==> src/rtl/vic_sound_pkg.sv <==
// Shared constants and helpers for the VIC sound generator: LFSR definition,
// voice-register field layout and register-window decode.
package vic_sound_pkg;

  localparam logic [15:0] LFSR_SEED = 16'h0001;
  // Taps 16,15,13,4 (1-based) -> bit indices 15,14,12,3
  localparam logic [15:0] LFSR_TAPS = 16'hD008;

  localparam int EN_BIT = 7;
  localparam int N_MSB  = 6;

  function automatic logic [3:0] reg_off(input logic [3:0] a, input logic [3:0] base);
    return a - base;
  endfunction

endpackage

==> src/rtl/vic_sound_voice.sv <==
// One voice: register, 7-bit step counter with reload-on-127, and the voice bit.
// Noise instances take their new bit from the external LFSR instead of toggling.
module vic_sound_voice
  import vic_sound_pkg::*;
(
  input  logic       clk,
  input  logic       reset,
  input  logic       step_i,
  input  logic       wr_i,
  input  logic [7:0] din_i,
  input  logic       ext_i,
  input  logic       ext_bit_i,
  output logic [7:0] reg_o,
  output logic       bit_o,
  output logic       wrap_o
);

  logic [7:0]     reg_q, reg_d;
  logic [N_MSB:0] cnt_q, cnt_d;
  logic           bit_q, bit_d;
  logic           wrap;

  always_comb begin
    reg_d = wr_i ? din_i : reg_q;
    cnt_d = cnt_q;
    bit_d = bit_q;
    wrap  = 1'b0;
    // Disabled, or enabling this cycle: park at N with the bit low; overrides the step
    if (!reg_d[EN_BIT] || !reg_q[EN_BIT]) begin
      cnt_d = reg_d[N_MSB:0];
      bit_d = 1'b0;
    end else if (step_i) begin
      if (&cnt_q) begin
        cnt_d = reg_q[N_MSB:0];
        bit_d = ext_i ? ext_bit_i : ~bit_q;
        wrap  = 1'b1;
      end else begin
        cnt_d = cnt_q + 7'd1;
      end
    end
  end

  always_ff @(posedge clk or posedge reset) begin
    if (reset) begin
      reg_q <= '0;
      cnt_q <= '0;
      bit_q <= 1'b0;
    end else begin
      reg_q <= reg_d;
      cnt_q <= cnt_d;
      bit_q <= bit_d;
    end
  end

  assign reg_o  = reg_q;
  assign bit_o  = bit_q;
  // Only the noise instance reports wraps; they clock the LFSR
  assign wrap_o = wrap & ext_i;

endmodule

==> src/rtl/vic_sound_gen.sv <==
// Parametrised VIC sound generator: NUM_TONE square-wave voices, one LFSR noise
// voice and a master volume behind a 16-entry CPU register window.
module vic_sound_gen
  import vic_sound_pkg::*;
#(
  parameter int         NUM_TONE = 3,
  parameter int         PRESCALE = 4,
  parameter logic [3:0] REG_BASE = 4'hA,
  parameter int         OUT_W    = $clog2((NUM_TONE+1)*15+1)
) (
  input  logic              clk,
  input  logic              reset,
  input  logic              ena,
  input  logic              we,
  input  logic [3:0]        addr,
  input  logic [7:0]        din,
  output logic [7:0]        dout,
  output logic [NUM_TONE:0] voice_on,
  output logic [OUT_W-1:0]  audio
);

  localparam int         PW      = PRESCALE + NUM_TONE - 1;
  localparam int         NV      = NUM_TONE + 1;
  localparam logic [3:0] VOL_OFF = 4'(NUM_TONE + 1);

  logic [PW-1:0]        pre_q, pre_d;
  logic [15:0]          lfsr_q, lfsr_d, lfsr_nx;
  logic [3:0]           vol_q, vol_d;
  logic [OUT_W-1:0]     audio_q, audio_d;
  logic [3:0]           off;
  logic [NUM_TONE:0][7:0] regs;
  logic [NUM_TONE:0]    wrap;
  logic                 noise_wrap;

  assign off        = reg_off(addr, REG_BASE);
  assign lfsr_nx    = {lfsr_q[14:0], ^(lfsr_q & LFSR_TAPS)};
  assign noise_wrap = |wrap;

  for (genvar g = 0; g < NV; g++) begin : g_voice
    // Voice g steps when the low PW-g prescaler bits are all ones; noise uses the tone 0 rate
    localparam int            RATE = (g == NUM_TONE) ? 0 : g;
    localparam logic [PW-1:0] MASK = PW'((64'd1 << (PW - RATE)) - 64'd1);
    logic step;
    assign step = ena && ((pre_q & MASK) == MASK);

    vic_sound_voice u_voice (
      .clk       (clk),
      .reset     (reset),
      .step_i    (step),
      .wr_i      (we && (off == 4'(g))),
      .din_i     (din),
      .ext_i     (g == NUM_TONE),
      .ext_bit_i (lfsr_nx[0]),
      .reg_o     (regs[g]),
      .bit_o     (voice_on[g]),
      .wrap_o    (wrap[g])
    );
  end

  always_comb begin
    pre_d   = ena ? pre_q + PW'(1) : pre_q;
    lfsr_d  = noise_wrap ? lfsr_nx : lfsr_q;
    vol_d   = (we && off == VOL_OFF) ? din[3:0] : vol_q;
    audio_d = OUT_W'($countones(voice_on) * int'(vol_q));
  end

  always_comb begin
    dout = '0;
    for (int k = 0; k < NV; k++)
      if (off == 4'(k)) dout = regs[k];
    if (off == VOL_OFF) dout = {4'h0, vol_q};
  end

  always_ff @(posedge clk or posedge reset) begin
    if (reset) begin
      pre_q   <= '0;
      lfsr_q  <= LFSR_SEED;
      vol_q   <= '0;
      audio_q <= '0;
    end else begin
      pre_q   <= pre_d;
      lfsr_q  <= lfsr_d;
      vol_q   <= vol_d;
      audio_q <= audio_d;
    end
  end

  assign audio = audio_q;

endmodule
==> config.mk <==
export PLATFORM = sky130hd
export DESIGN_NAME = vic_sound_gen
export DESIGN_NICKNAME = d
export VERILOG_FILES = /design/src/rtl/vic_sound_pkg.sv /design/src/rtl/vic_sound_voice.sv /design/src/rtl/vic_sound_gen.sv
export SDC_FILE = /design/constraint.sdc
export NUM_CORES = 1
export LEC_CHECK = 0
export CAP_MARGIN = 10
export CORE_ASPECT_RATIO = 1.25
export CORE_MARGIN = 2
export CORE_UTILIZATION = 45
export CTS_BUF_LIST = sky130_fd_sc_hd__clkbuf_4
export DETAILED_ROUTE_END_ITERATION = 12
export PLACE_DENSITY = 0.63
export SYNTH_ARGS = -nofsm -noshare
export SYNTH_HDL_FRONTEND = slang
export SYNTH_SLANG_ARGS = --single-unit
==> constraint.sdc <==
create_clock -name clk -period 4.3 [get_ports clk]
set_input_delay 1.29 -clock clk [delete_from_list [all_inputs] [get_ports clk]]
set_output_delay 1.29 -clock clk [all_outputs]
set_load 0.1 [all_outputs]
---- Word-level counts from Yosys, hierarchy flattened ----
Cells that the tools add are included.
word-level totals
  register bits ........................... 96
  bits of input ports ..................... 16
  output and inout port bits .............. 18
  logic and storage cells ................. 110
operators by class
  add/subtract/negate cells ............... 9
  multipliers ............................. 1
  eq/ne operators ......................... 7
  mux-type cells .......................... 36
  bitwise gates (word level) .............. 3
  reductions and logical operators ........ 38
operators with widths
  kind                                                 number
  2-to-1 mux 7 bit                                     12
  2-to-1 mux 8 bit                                     9
  adder 7 x 1 -> 7 bit, second input constant          4
  AND reduction 7 bit                                  4
  nonzero test 2 bit                                   8
  XOR reduction 16 bit                                 1
  2-to-1 mux 1 bit                                     15
  equality test 4 x 2 -> 1 bit, second input constant  2
  logical AND 1 bit                                    8
  zero test 1 bit                                      8
  AND reduction 2 bit                                  4
  adder 6 x 1 -> 6 bit, second input constant          1
  equality test 6 bit, second input constant           1
  multiplier 3 x 4 -> 6 bit                            1
  equality test 5 bit, second input constant           1
  adder 1 x 1 -> 2 bit                                 2
  equality test 4 x 1 -> 1 bit, second input constant  1
  equality test 4 x 3 -> 1 bit, second input constant  1
  equality test 4 bit, second input constant           1
  zero test 4 bit                                      1
  logical OR 1 bit                                     4
  subtractor 4 bit, second input constant              1
  adder 2 x 2 -> 3 bit                                 1
  inverter 1 bit                                       3

---- Depth between registers and ports, before layout ----
Gate-level depths: netlist of the first run.
  depth after elaboration ................. 8
  depth in mapped cells ................... 10
  mapped depth without buffers ............ 10

---- Cells and area by module ----
From an unflattened synthesis of the first run, not the netlist that was laid out.
second synthesis, totals
  cell total of the unflattened synthesis .. 554
  area total of the unflattened synthesis .. 5,499.0 um^2
by module, submodules not included
  module           times used  cells an instance  area an instance (um^2)  sequential area each (um^2)
  vic_sound_voice  4           100                905.9                    400.4
  vic_sound_gen    1           154                1,875.5                  802.0

---- Worst setup path after synthesis of the first run ----
Ideal clock, no wire load.
  path type ............................... input port to output port
  start point ............................. in addr[1]
  end point ............................... out dout[0]
  arrival time ............................ 3.283 ns
  data required time ...................... 3.010 ns
  path slack .............................. -0.273 ns
  stages on the path ...................... 7
  path buffers ............................ 2
  cells stage by stage .................... buf_4 inv_1 ha_1 xnor2_2 buf_6 nor4_4 a32o_1
between the ends
  cells in the longest elaborated chain, start to end .. 7
  elaborated cells on any way between the ends .. 11
  classes of those cells .................. add/sub (1); eq/ne (4); mux (5); reduce/logical (1)
ends and longest elaborated chain
  item                            line                 source
  from (decl)                     vic_sound_gen.sv:15  input logic [3:0] addr,
  subtractor 4 bit (*)            vic_sound_pkg.sv:13  return a - base;
  zero test 4 bit                 vic_sound_gen.sv:70  if (off == 4'(k)) dout = regs[k];
  2-to-1 mux 8 bit (4 in series)  vic_sound_gen.sv:70
  2-to-1 mux 8 bit (*)            vic_sound_gen.sv:71  if (off == VOL_OFF) dout = {4'h0, vol_q};
  to (decl)                       vic_sound_gen.sv:17  output logic [7:0] dout,
Every way passes the cells marked *; elsewhere a longest branch is shown, timed or not.

---- Worst setup path after layout of the first run ----
  start point ............................. in addr[2]
  end point ............................... out dout[5]
The elaborated chain is that of the path after synthesis.

==> results.sh, run 1 <==
export IMPL_hold_start="lfsr_q[0]"
export IMPL_required_ns=3.01
export IMPL_drcViolationCount=0
export IMPL_min_path_cells=2
export IMPL_grt_max_degree=51
export IMPL_r2r_cells=10
export IMPL_cap_violations=0
export IMPL_r2r_start="g_voice[3].u_voice.bit_o"
export IMPL_layout_setup_ws_ns=0.169
export IMPL_fin_tns_setup_ns=0
export IMPL_antenna_found_initial=1
export IMPL_fin_crit_sh_pct=96.1
export IMPL_clkLatencyLatePin_ns=0.46
export IMPL_num_io_pins=34
export IMPL_synth_cell_types=73
export IMPL_cts_clk_slew_worst_paths_ns=0.14
export IMPL_via_per_inst=5.87
export IMPL_synth_top_flop_cell="dfrtp_1"
export IMPL_placed_cell_area_sq_um=6000
export IMPL_crit_path_end_kind="output port"
export IMPL_die_h_um=127
export IMPL_worst_slew_margin_rel_pct=35.3
export IMPL_cts_buffers_inserted=9
export IMPL_die_area_sq_um=13000
export IMPL_initial_core_util_pct=46.5
export IMPL_worst_ir_drop_vdd_v=0.000285
export IMPL_fin_crit_ns=4.13
export IMPL_final_cell_area_sq_um=6150
export IMPL_wirelength_mm=12.7
export IMPL_netlist_area_leader_share_pct=43.6
export IMPL_netlist_top_cells_count="dfrtp_1 (95), mux2_2 (56), nand2_1 (22)"
export IMPL_cp_arrival_ns=2.84
export IMPL_rows=44
export IMPL_dp_hpwl_mm=9.37
export IMPL_gp_congestion=0.917
export IMPL_worstSetupPathType="in2out"
export IMPL_firstDrtPassIters=4
export IMPL_hold_viol=0
export IMPL_rsz0062_at_grt="no"
export IMPL_fin_skew_ns=0.0108
export IMPL_pre_cts_slack_ns=-0.0286
export IMPL_yosysTopAreaCell="dfrtp_1"
export IMPL_seq_area_frac_synth_pct=44.1
export IMPL_hp_class="reg2reg"
export IMPL_syn_area_sq_um=5450
export IMPL_reg2reg_slack_ns=1.23
export IMPL_drt_initial_drc_count=163
export IMPL_area_delta_synth_final_pct=12.8
export IMPL_syn_inst=461
export IMPL_crit_path_start_kind="primary input"
export IMPL_syn_nets=495
export IMPL_port_buffers=33
export IMPL_synth_top_cells_by_area="dfrtp_1 (44%), mux2_2 (12%), mux4_2 (3.3%)"
export IMPL_max_freq_mhz=242
export IMPL_drive_above_1_share_pct=27.3
export IMPL_cp_max_fo=9
export IMPL_grt_usage_pct=20.6
export IMPL_clock_path_buffers=2
export IMPL_cts_num_sinks=96
export IMPL_antenna_left=0
export IMPL_nNetsFinal=528
export IMPL_grt_pass1_vias=3859
export IMPL_leakage_nw=2.73
export IMPL_outcome="finished, final reports clean"
export IMPL_fillers=1013
export IMPL_finalSetupViolCount=0
export IMPL_cts_root_buf="clkbuf_4"
export IMPL_cellPowerDensity_nw_per_um2=481
export IMPL_synth_most_common_cell="dfrtp_1"
export IMPL_worst_pin_slew_ns=0.968
export IMPL_r2r_end="audio[5]"
export IMPL_cts_tree="built"
export IMPL_overflow=0
export IMPL_cts_hold_buffers=0
export IMPL_holdWs_ns=0.484
export IMPL_ys_ff_latch=96
export IMPL_cts_max_level=3
export IMPL_via_count=3880
export IMPL_die_x_um=102
export IMPL_core_sq_um=11700
export IMPL_synth_edf_count=0
export IMPL_whs_endpoint="lfsr_q[0]"
export IMPL_ys_warn_count=0
export IMPL_slew_violations=0
export IMPL_grt_pass1_wl_mm=20.4
export IMPL_total_power_mw=2.96
export IMPL_async_flop_share_pct=100
export IMPL_avgSynthCellArea_sq_um=11.8
export IMPL_wire_per_inst_um=19.2
worst max path at each step:
stage	start	end	cells after the start
2_1_floorplan	addr[1]	dout[0]	7
3_3_place_gp	addr[1]	dout[4]	6
3_5_place_dp	addr[1]	dout[4]	6
4_1_cts	addr[2]	dout[1]	7
5_1_grt	addr[2]	dout[5]	6
6_report	addr[2]	dout[5]	6
per-layer routing:
layer	wire (um)	global-route usage (%)
met2	6340	33.2
met1	5320	26.8
met5	0	0
met4	417	9.49
met3	591	3.88
sequential cells by signal, summed over array words and instances (netlist names):
| signal | count |
|---|---|
| pre_q | 6 |
| g_voice.u_voice.cnt_q | 28 |
| vol_q | 4 |
| lfsr_q | 16 |
| g_voice.u_voice.reg_o | 32 |
| audio | 6 |
| g_voice.u_voice.bit_o | 4 |
cell type report:
type / count / area, sq um / area share [%]
Multi-Input combinational cell: 319 / 2800 / 45.5
Sequential cell: 96 / 2400 / 39.1
Timing Repair Buffer: 47 / 527 / 8.56
Tap cell: 161 / 201 / 3.28
Inverter: 21 / 81.3 / 1.32
Clock buffer: 10 / 75.1 / 1.22
Clock inverter: 6 / 60.1 / 0.976
Antenna cell: 1 / 2.50 / 0.0407
stage by stage:
step / cells / utilization, %
2_1_floorplan: 461 / -
3_3_place_gp: 643 / 51.2
3_5_place_dp: 643 / 51.2
4_1_cts: 660 / 52.4
5_1_grt: 661 / 52.5
6_report: 661 / 52.5
report_power, final:
part	internal, mW	switching (mW)	total (mW)	leakage [nW]
Combinational	0.492	0.515	1.01	1.43
Sequential	1.16	0.303	1.46	1.22
Clock	0.181	0.304	0.485	0.0754
cells by family (layout without fill, tap and decap cells):
logic type	count (synthesis)	in the layout	synth area share (%)
flops	96	96	44.1
mux	76	76	18.0
other cells	0	1	0
buf+inv	46	84	4.68
xor+xnor	14	14	2.52
compound gates	93	93	13.4
fa+ha+maj	18	18	4.68
simple gates	118	118	12.7
layout by cell type, fill, tap and decap left out, types with 10 or more instances in the layout:
cell | synthesis | final
ha_1 | 14 | 13
and3_1 | 13 | 13
mux2_2 | 56 | 56
inv_1 | 21 | 20
buf_4 | 7 | 13
xnor2_1 | 10 | 10
a21oi_1 | 11 | 11
clkdlybuf4s50_1 | 0 | 24
dfrtp_1 | 95 | 95
o21ai_0 | 15 | 15
nor2_1 | 10 | 10
nand2_1 | 22 | 22
mux2_4 | 10 | 10
nand3_1 | 16 | 16
clkbuf_4 | 0 | 10
and2_1 | 12 | 12
critical path: stages:
cell and delay, ns:
clkdlybuf4s50_1 0.45, inv_1 0.04, ha_2 0.20, xor2_2 0.37, and3_1 0.29, buf_12 0.19
repair_timing:
item,CTS,global route
buffers inserted,1,0
endpoints found under the setup margin,8,1
gates resized for setup,2,0
pin swaps,2,1
Power figures use the tool's default switching activity.
==> inputs of run 2 (changes only) <==
--- a/config.mk
+++ b/config.mk
@@ -6,12 +6,15 @@
 export NUM_CORES = 1
 export LEC_CHECK = 0
 export CAP_MARGIN = 10
+export CELL_PAD_IN_SITES_DETAIL_PLACEMENT = 2
+export CELL_PAD_IN_SITES_GLOBAL_PLACEMENT = 2
 export CORE_ASPECT_RATIO = 1.25
 export CORE_MARGIN = 2
-export CORE_UTILIZATION = 45
+export CORE_UTILIZATION = 42
 export CTS_BUF_LIST = sky130_fd_sc_hd__clkbuf_4
 export DETAILED_ROUTE_END_ITERATION = 12
-export PLACE_DENSITY = 0.63
+export PLACE_DENSITY = 0.82
+export SLEW_MARGIN = 5
 export SYNTH_ARGS = -nofsm -noshare
 export SYNTH_HDL_FRONTEND = slang
 export SYNTH_SLANG_ARGS = --single-unit
==> run 2 against run 1 <==
  * Final cell count rose by 1.1%
  * Largest cell class unchanged
  * Worst hold slack improved by 0.037 ns
  * Via count rose by 4.0%
  * Highest routed layer unchanged
  * Largest power group unchanged
  * Critical path type unchanged
==> results.sh, run 2 (synthesis gave the netlist of run 1 again) <==
export IMPL_outcome="finished, final reports clean"
export IMPL_layout_setup_ws_ns=0.126
export IMPL_antenna_found_initial=1
export IMPL_overflow=0
export IMPL_worst_ir_drop_vdd_v=0.000275
export IMPL_switching_share_pct=40.9
export IMPL_drcViolationCount=0
export IMPL_fin_skew_ns=0.0196
export IMPL_grt_usage_pct=24.9
export IMPL_met3_usage_pct=4.02
export IMPL_via_per_inst=6.04
export IMPL_initial_core_util_pct=43.1
export IMPL_cts_clk_slew_worst_paths_ns=0.15
export IMPL_worstSetupPathType="in2out"
export IMPL_hp_class="reg2reg"
export IMPL_holdWs_ns=0.522
export IMPL_cp_arrival_ns=2.88
export IMPL_core_sq_um=12700
export IMPL_finalSetupViolCount=0
export IMPL_fin_crit_ns=4.17
export IMPL_cts_max_level=3
export IMPL_crit_path_start_kind="primary input"
export IMPL_via_count=4034
export IMPL_nNetsFinal=528
export IMPL_wire_per_inst_um=24.4
export IMPL_cts_hold_buffers=0
export IMPL_antenna_left=0
export IMPL_num_io_pins=34
export IMPL_drt_initial_drc_count=205
export IMPL_cp_num_buf_inv=3
export IMPL_cts_tree="built"
export IMPL_drive_above_1_share_pct=27.7
export IMPL_worst_slew_margin_rel_pct=34.7
export IMPL_port_buffers=33
export IMPL_rsz0062_at_grt="no"
export IMPL_p_comb_share_pct=35.1
export IMPL_die_area_sq_um=13900
export IMPL_worst_pin_slew_ns=0.976
export IMPL_leakage_nw=2.72
export IMPL_layout_commonest_cell="dfrtp_1"
export IMPL_hold_viol=0
export IMPL_slew_violations=0
export IMPL_fin_crit_sh_pct=97.1
export IMPL_p_seq_share_pct=49.7
export IMPL_internal_power_mw=1.78
export IMPL_required_ns=3.01
export IMPL_p_clk_share_pct=15.2
export IMPL_grt_use_met1_pct=29.7
export IMPL_final_cell_mix="dfrtp_1 (95), mux2_2 (56), clkdlybuf4s50_1 (24)"
export IMPL_grt_met2_usage_pct=44.2
export IMPL_cp_top_family="buffers and inverters"
export IMPL_max_freq_mhz=240
export IMPL_clkLatencyLatePin_ns=0.48
export IMPL_crit_path_top_delay_cell="clkdlybuf4s50_1"
export IMPL_die_h_um=131
export IMPL_place_inst=649
export IMPL_cellPowerDensity_nw_per_um2=490
export IMPL_largest_reg_flops=32
export IMPL_pre_cts_slack_ns=-0.149
export IMPL_cts_root_buf="clkbuf_4"
export IMPL_firstDrtPassIters=4
export IMPL_cap_violations=0
export IMPL_grt_pass1_vias=4536
export IMPL_cts_buffers_inserted=9
export IMPL_busiest_layer="met2"
export IMPL_final_cells=668
export IMPL_die_x_um=106
export IMPL_grt_pass1_wl_mm=26.4
export IMPL_dp_hpwl_mm=12.1
export IMPL_area_delta_synth_final_pct=12.9
export IMPL_rows=46
export IMPL_gp_congestion=0.860
export IMPL_cp_max_fo=9
export IMPL_p_switching_mw=1.23
export IMPL_crit_path_end_kind="output port"
export IMPL_cp_cell_sequence="clkdlybuf4s50_1 -> inv_1 -> ha_2 -> xor2_2 -> and3_1 -> buf_12"
export IMPL_clock_path_buffers=2
export IMPL_wirelength_mm=16.3
export IMPL_slowest_delay_ns=0.45
export IMPL_cts_num_sinks=96
export IMPL_grt_max_degree=54
==> run 2: changes by cell type in the layout (fill, tap and decap cells not counted) <==
cell        previous run  this run
clkinv_1               2         0
clkinv_4               2         0
clkinvlp_4             0         2
inv_6                  0         2
buf_12                 9        10
buf_4                 13        12
bufinv_16              1         0
clkinv_2               1         2
==> run 2: layout make-up <==
cell class              count  area, sq um
fillers                  1274         6510
clock inverters             6         42.5
diodes                      1         2.50
well taps                 168          210
inverters                  21         81.3
flip-flops and latches     96         2400
multi-input cells         319         2800
repair buffers             47          539
clock buffers              10         75.1
==> run 2: worst register-to-register path, delay by kind of cell (launching register included) <==
family | cells | cell delay, ns
adders and majority gates | 5 | 1.92
and+or+nand+nor | 1 | 0.09
DFF | 1 | 0.52
buffers and inverters | 1 | 0.07
AOI/OAI and AO/OA | 2 | 0.35
xor gates and xnor gates | 1 | 0.13
==> run 2: power by group through the flow <==
stage	Clock (mW)	Combinational (mW)	Sequential, mW
4_1_cts	0.472	1.06	1.49
2_1_floorplan	0	0.793	1.36
3_5_place_dp	0	1.05	1.51
6_report	0.457	1.06	1.50
3_3_place_gp	0	0.985	1.48
5_1_grt	0.498	1.16	1.54
==> run 2: stage by stage <==
step / utilization, % / total power [mW] / area [sq um] / setup TNS (ns)
2_1_floorplan: - / 2.16 / 5460 / 0
5_1_grt: 48.6 / 3.19 / 6150 / 0
3_3_place_gp: 47.5 / 2.47 / 6020 / -0.239
3_5_place_dp: 47.5 / 2.55 / 6020 / -1.01
6_report: 48.6 / 3.01 / 6150 / 0
4_1_cts: 48.6 / 3.02 / 6150 / 0
==> run 2: path summary, 6_finish.rpt <==
check                                              start  slack (ns)                           to  cells after the start
worst max register to register  g_voice[0].u_voice.bit_o        1.14                     audio[5]                     10
max in group asynchronous                          reset        2.21                    lfsr_q[0]                      3
worst min-delay path                            pre_q[0]        0.52                     pre_q[0]                      1
worst max-delay path                             addr[2]        0.13                      dout[4]                      6
min in group asynchronous                          reset        1.25  g_voice[1].u_voice.cnt_q[6]                      2
worst min register to register                  pre_q[0]        0.52                     pre_q[0]                      1
==> run 2: per-layer routing <==
layer	share of wire, %	vias to the layer above
met2	54	76
li1	-	1797
met1	41	2128
met4	3.0	0
met5	0	-
met3	2.9	33
==> run 2: repair_timing <==
| action | 4_1_cts | 5_1_grt |
|---|---|---|
| hold endpoints to repair | 0 | 0 |
| buffers inserted | 2 | 0 |
| pin swaps | 1 | 1 |
| resized for setup | 2 | 0 |
| setup endpoints to repair | 8 | 4 |
==> inputs of run 3 (changes only) <==
--- a/config.mk
+++ b/config.mk
@@ -10,10 +10,10 @@
 export CELL_PAD_IN_SITES_GLOBAL_PLACEMENT = 2
 export CORE_ASPECT_RATIO = 1.25
 export CORE_MARGIN = 2
-export CORE_UTILIZATION = 42
-export CTS_BUF_LIST = sky130_fd_sc_hd__clkbuf_4
+export CORE_UTILIZATION = 41
+export CTS_BUF_LIST = sky130_fd_sc_hd__clkbuf_16
 export DETAILED_ROUTE_END_ITERATION = 12
-export PLACE_DENSITY = 0.82
+export PLACE_DENSITY = 0.8
 export SLEW_MARGIN = 5
 export SYNTH_ARGS = -nofsm -noshare
 export SYNTH_HDL_FRONTEND = slang
==> run 3 against run 2 <==
  * Clock-buffer cell count shrank 1
  * Core utilization shrank 0.41 points
  * Global-route usage up 0.21 points
  * Die area is 2.4% higher
  * Wire length increased by 2.7%
  * Clock power increased by 78%
  * Highest routed layer is now met5
  * Critical endpoint is now dout[2]
  * Design area grew 2.7%
  * Combinational power hardly changed
  * First-iteration DRC count down 24%
==> results.sh, run 3 (synthesis gave the netlist of run 1 again) <==
export IMPL_clkLatencyLatePin_ns=0.35
export IMPL_via_count=4045
export IMPL_max_freq_mhz=240
export IMPL_die_h_um=133
export IMPL_gp_congestion=0.851
export IMPL_clock_path_buffers=2
export IMPL_cap_violations=0
export IMPL_die_x_um=107
export IMPL_final_cells=668
export IMPL_wirelength_mm=16.7
export IMPL_fin_skew_ns=0.00777
export IMPL_holdWs_ns=0.500
export IMPL_num_io_pins=34
export IMPL_cts_max_level=3
export IMPL_core_sq_um=13100
export IMPL_place_inst=651
export IMPL_r2r_cells=9
export IMPL_cts_num_sinks=96
export IMPL_r2r_start="g_voice[0].u_voice.bit_o"
export IMPL_dp_hpwl_mm=12.0
export IMPL_fin_crit_sh_pct=97.0
export IMPL_slew_violations=0
export IMPL_cts_hold_buffers=0
export IMPL_utilization_pct=48.2
export IMPL_worstSetupPathType="in2out"
export IMPL_grt_pass1_wl_mm=27.3
export IMPL_finalSetupViolCount=0
export IMPL_required_ns=3.01
export IMPL_layout_commonest_cell="dfrtp_1"
export IMPL_port_buffers=33
export IMPL_cp_startpoint="addr[2]"
export IMPL_wire_per_inst_um=25.0
export IMPL_die_area_sq_um=14200
export IMPL_grt_usage_pct=25.1
export IMPL_grt_pass1_vias=4775
export IMPL_cp_arrival_ns=2.88
export IMPL_final_cell_mix="dfrtp_1 (95), mux2_2 (56), clkdlybuf4s50_1 (24)"
export IMPL_rows=47
export IMPL_antenna_left=0
export IMPL_overflow=0
export IMPL_firstDrtPassIters=4
export IMPL_largest_reg_flops=32
export IMPL_crit_path_start_kind="primary input"
export IMPL_crit_path_end_kind="output port"
export IMPL_worst_slew_margin_rel_pct=34.6
export IMPL_worst_ir_drop_vdd_v=0.000262
export IMPL_cts_clk_slew_worst_paths_ns=0.06
export IMPL_drive_above_1_share_pct=27.2
export IMPL_drt_initial_drc_count=156
export IMPL_area_delta_synth_final_pct=15.9
export IMPL_cts_buffers_inserted=9
export IMPL_rsz0062_at_grt="no"
export IMPL_cp_max_fo=5
export IMPL_worst_pin_slew_ns=0.978
export IMPL_cp_endpoint="dout[2]"
export IMPL_cellPowerDensity_nw_per_um2=538
export IMPL_cts_tree="built"
export IMPL_outcome="finished, final reports clean"
export IMPL_leakage_nw=2.79
export IMPL_reg2reg_slack_ns=1.13
export IMPL_r2r_end="audio[4]"
export IMPL_n_antenna_cell=0
export IMPL_hp_class="reg2reg"
export IMPL_initial_core_util_pct=41.6
export IMPL_antenna_found_initial=1
export IMPL_via_per_inst=6.06
export IMPL_hold_start="lfsr_q[0]"
export IMPL_hold_viol=0
export IMPL_nNetsFinal=526
export IMPL_fin_crit_ns=4.17
export IMPL_cts_root_buf="clkbuf_16"
export IMPL_drcViolationCount=0
export IMPL_grt_max_degree=52
run 3: per-layer routing:
layer / part of all wire, % / global-route usage [%]
met1: 40 / 29.3
met2: 54 / 45.1
met3: 2.8 / 4.19
met4: 3.0 / 9.88
met5: 0.072 / 0
run 3: worst max-delay path: stages:
cell,delay (ns)
clkdlybuf4s50_1,0.45
inv_1,0.04
ha_2,0.20
xnor2_2,0.18
nor4_4,0.28
a32o_2,0.24
buf_12,0.18
run 3: area by class of cell:
class	instances	area [sq um]
sequential	96	2400
tap	171	214
clock inverter	7	71.3
clock buffer	9	225
timing repair buffer	45	524
inverter	21	81.3
fill	1294	6790
multi-input combinational	319	2800
run 3: where the power goes:
group | switching [mW] | internal [mW]
clock network | 0.363 | 0.451
logic | 0.590 | 0.496
registers | 0.337 | 1.16
run 3: how the worst min path moves through the flow:
| stage | to | depth (start not counted) |
|---|---|---|
| 2_1_floorplan | lfsr_q[0] | 2 |
| 3_3_place_gp | lfsr_q[0] | 2 |
| 3_5_place_dp | lfsr_q[10] | 1 |
| 4_1_cts | lfsr_q[0] | 2 |
| 5_1_grt | lfsr_q[0] | 2 |
| 6_report | lfsr_q[0] | 2 |
run 3: repair_timing:
item | in CTS | in global routing
buffers inserted | 1 | 0
pin swaps | 2 | 1
hold endpoints to repair | 0 | 0
endpoints found under the setup margin | 8 | 4
resized for setup | 2 | 0
cloned | 0 | 0
run 3: metrics by stage:
step	power (mW)	TNS [ns]	instance area (sq um)	worst slack (ns)
6_report	3.40	0	6320	0.127
5_1_grt	3.59	0	6320	0.0436
4_1_cts	3.42	0	6320	0.0315
3_5_place_dp	2.56	-0.536	6010	-0.0876
3_3_place_gp	2.47	-0.0533	6010	-0.0146
2_1_floorplan	2.16	0	5460	0.0140
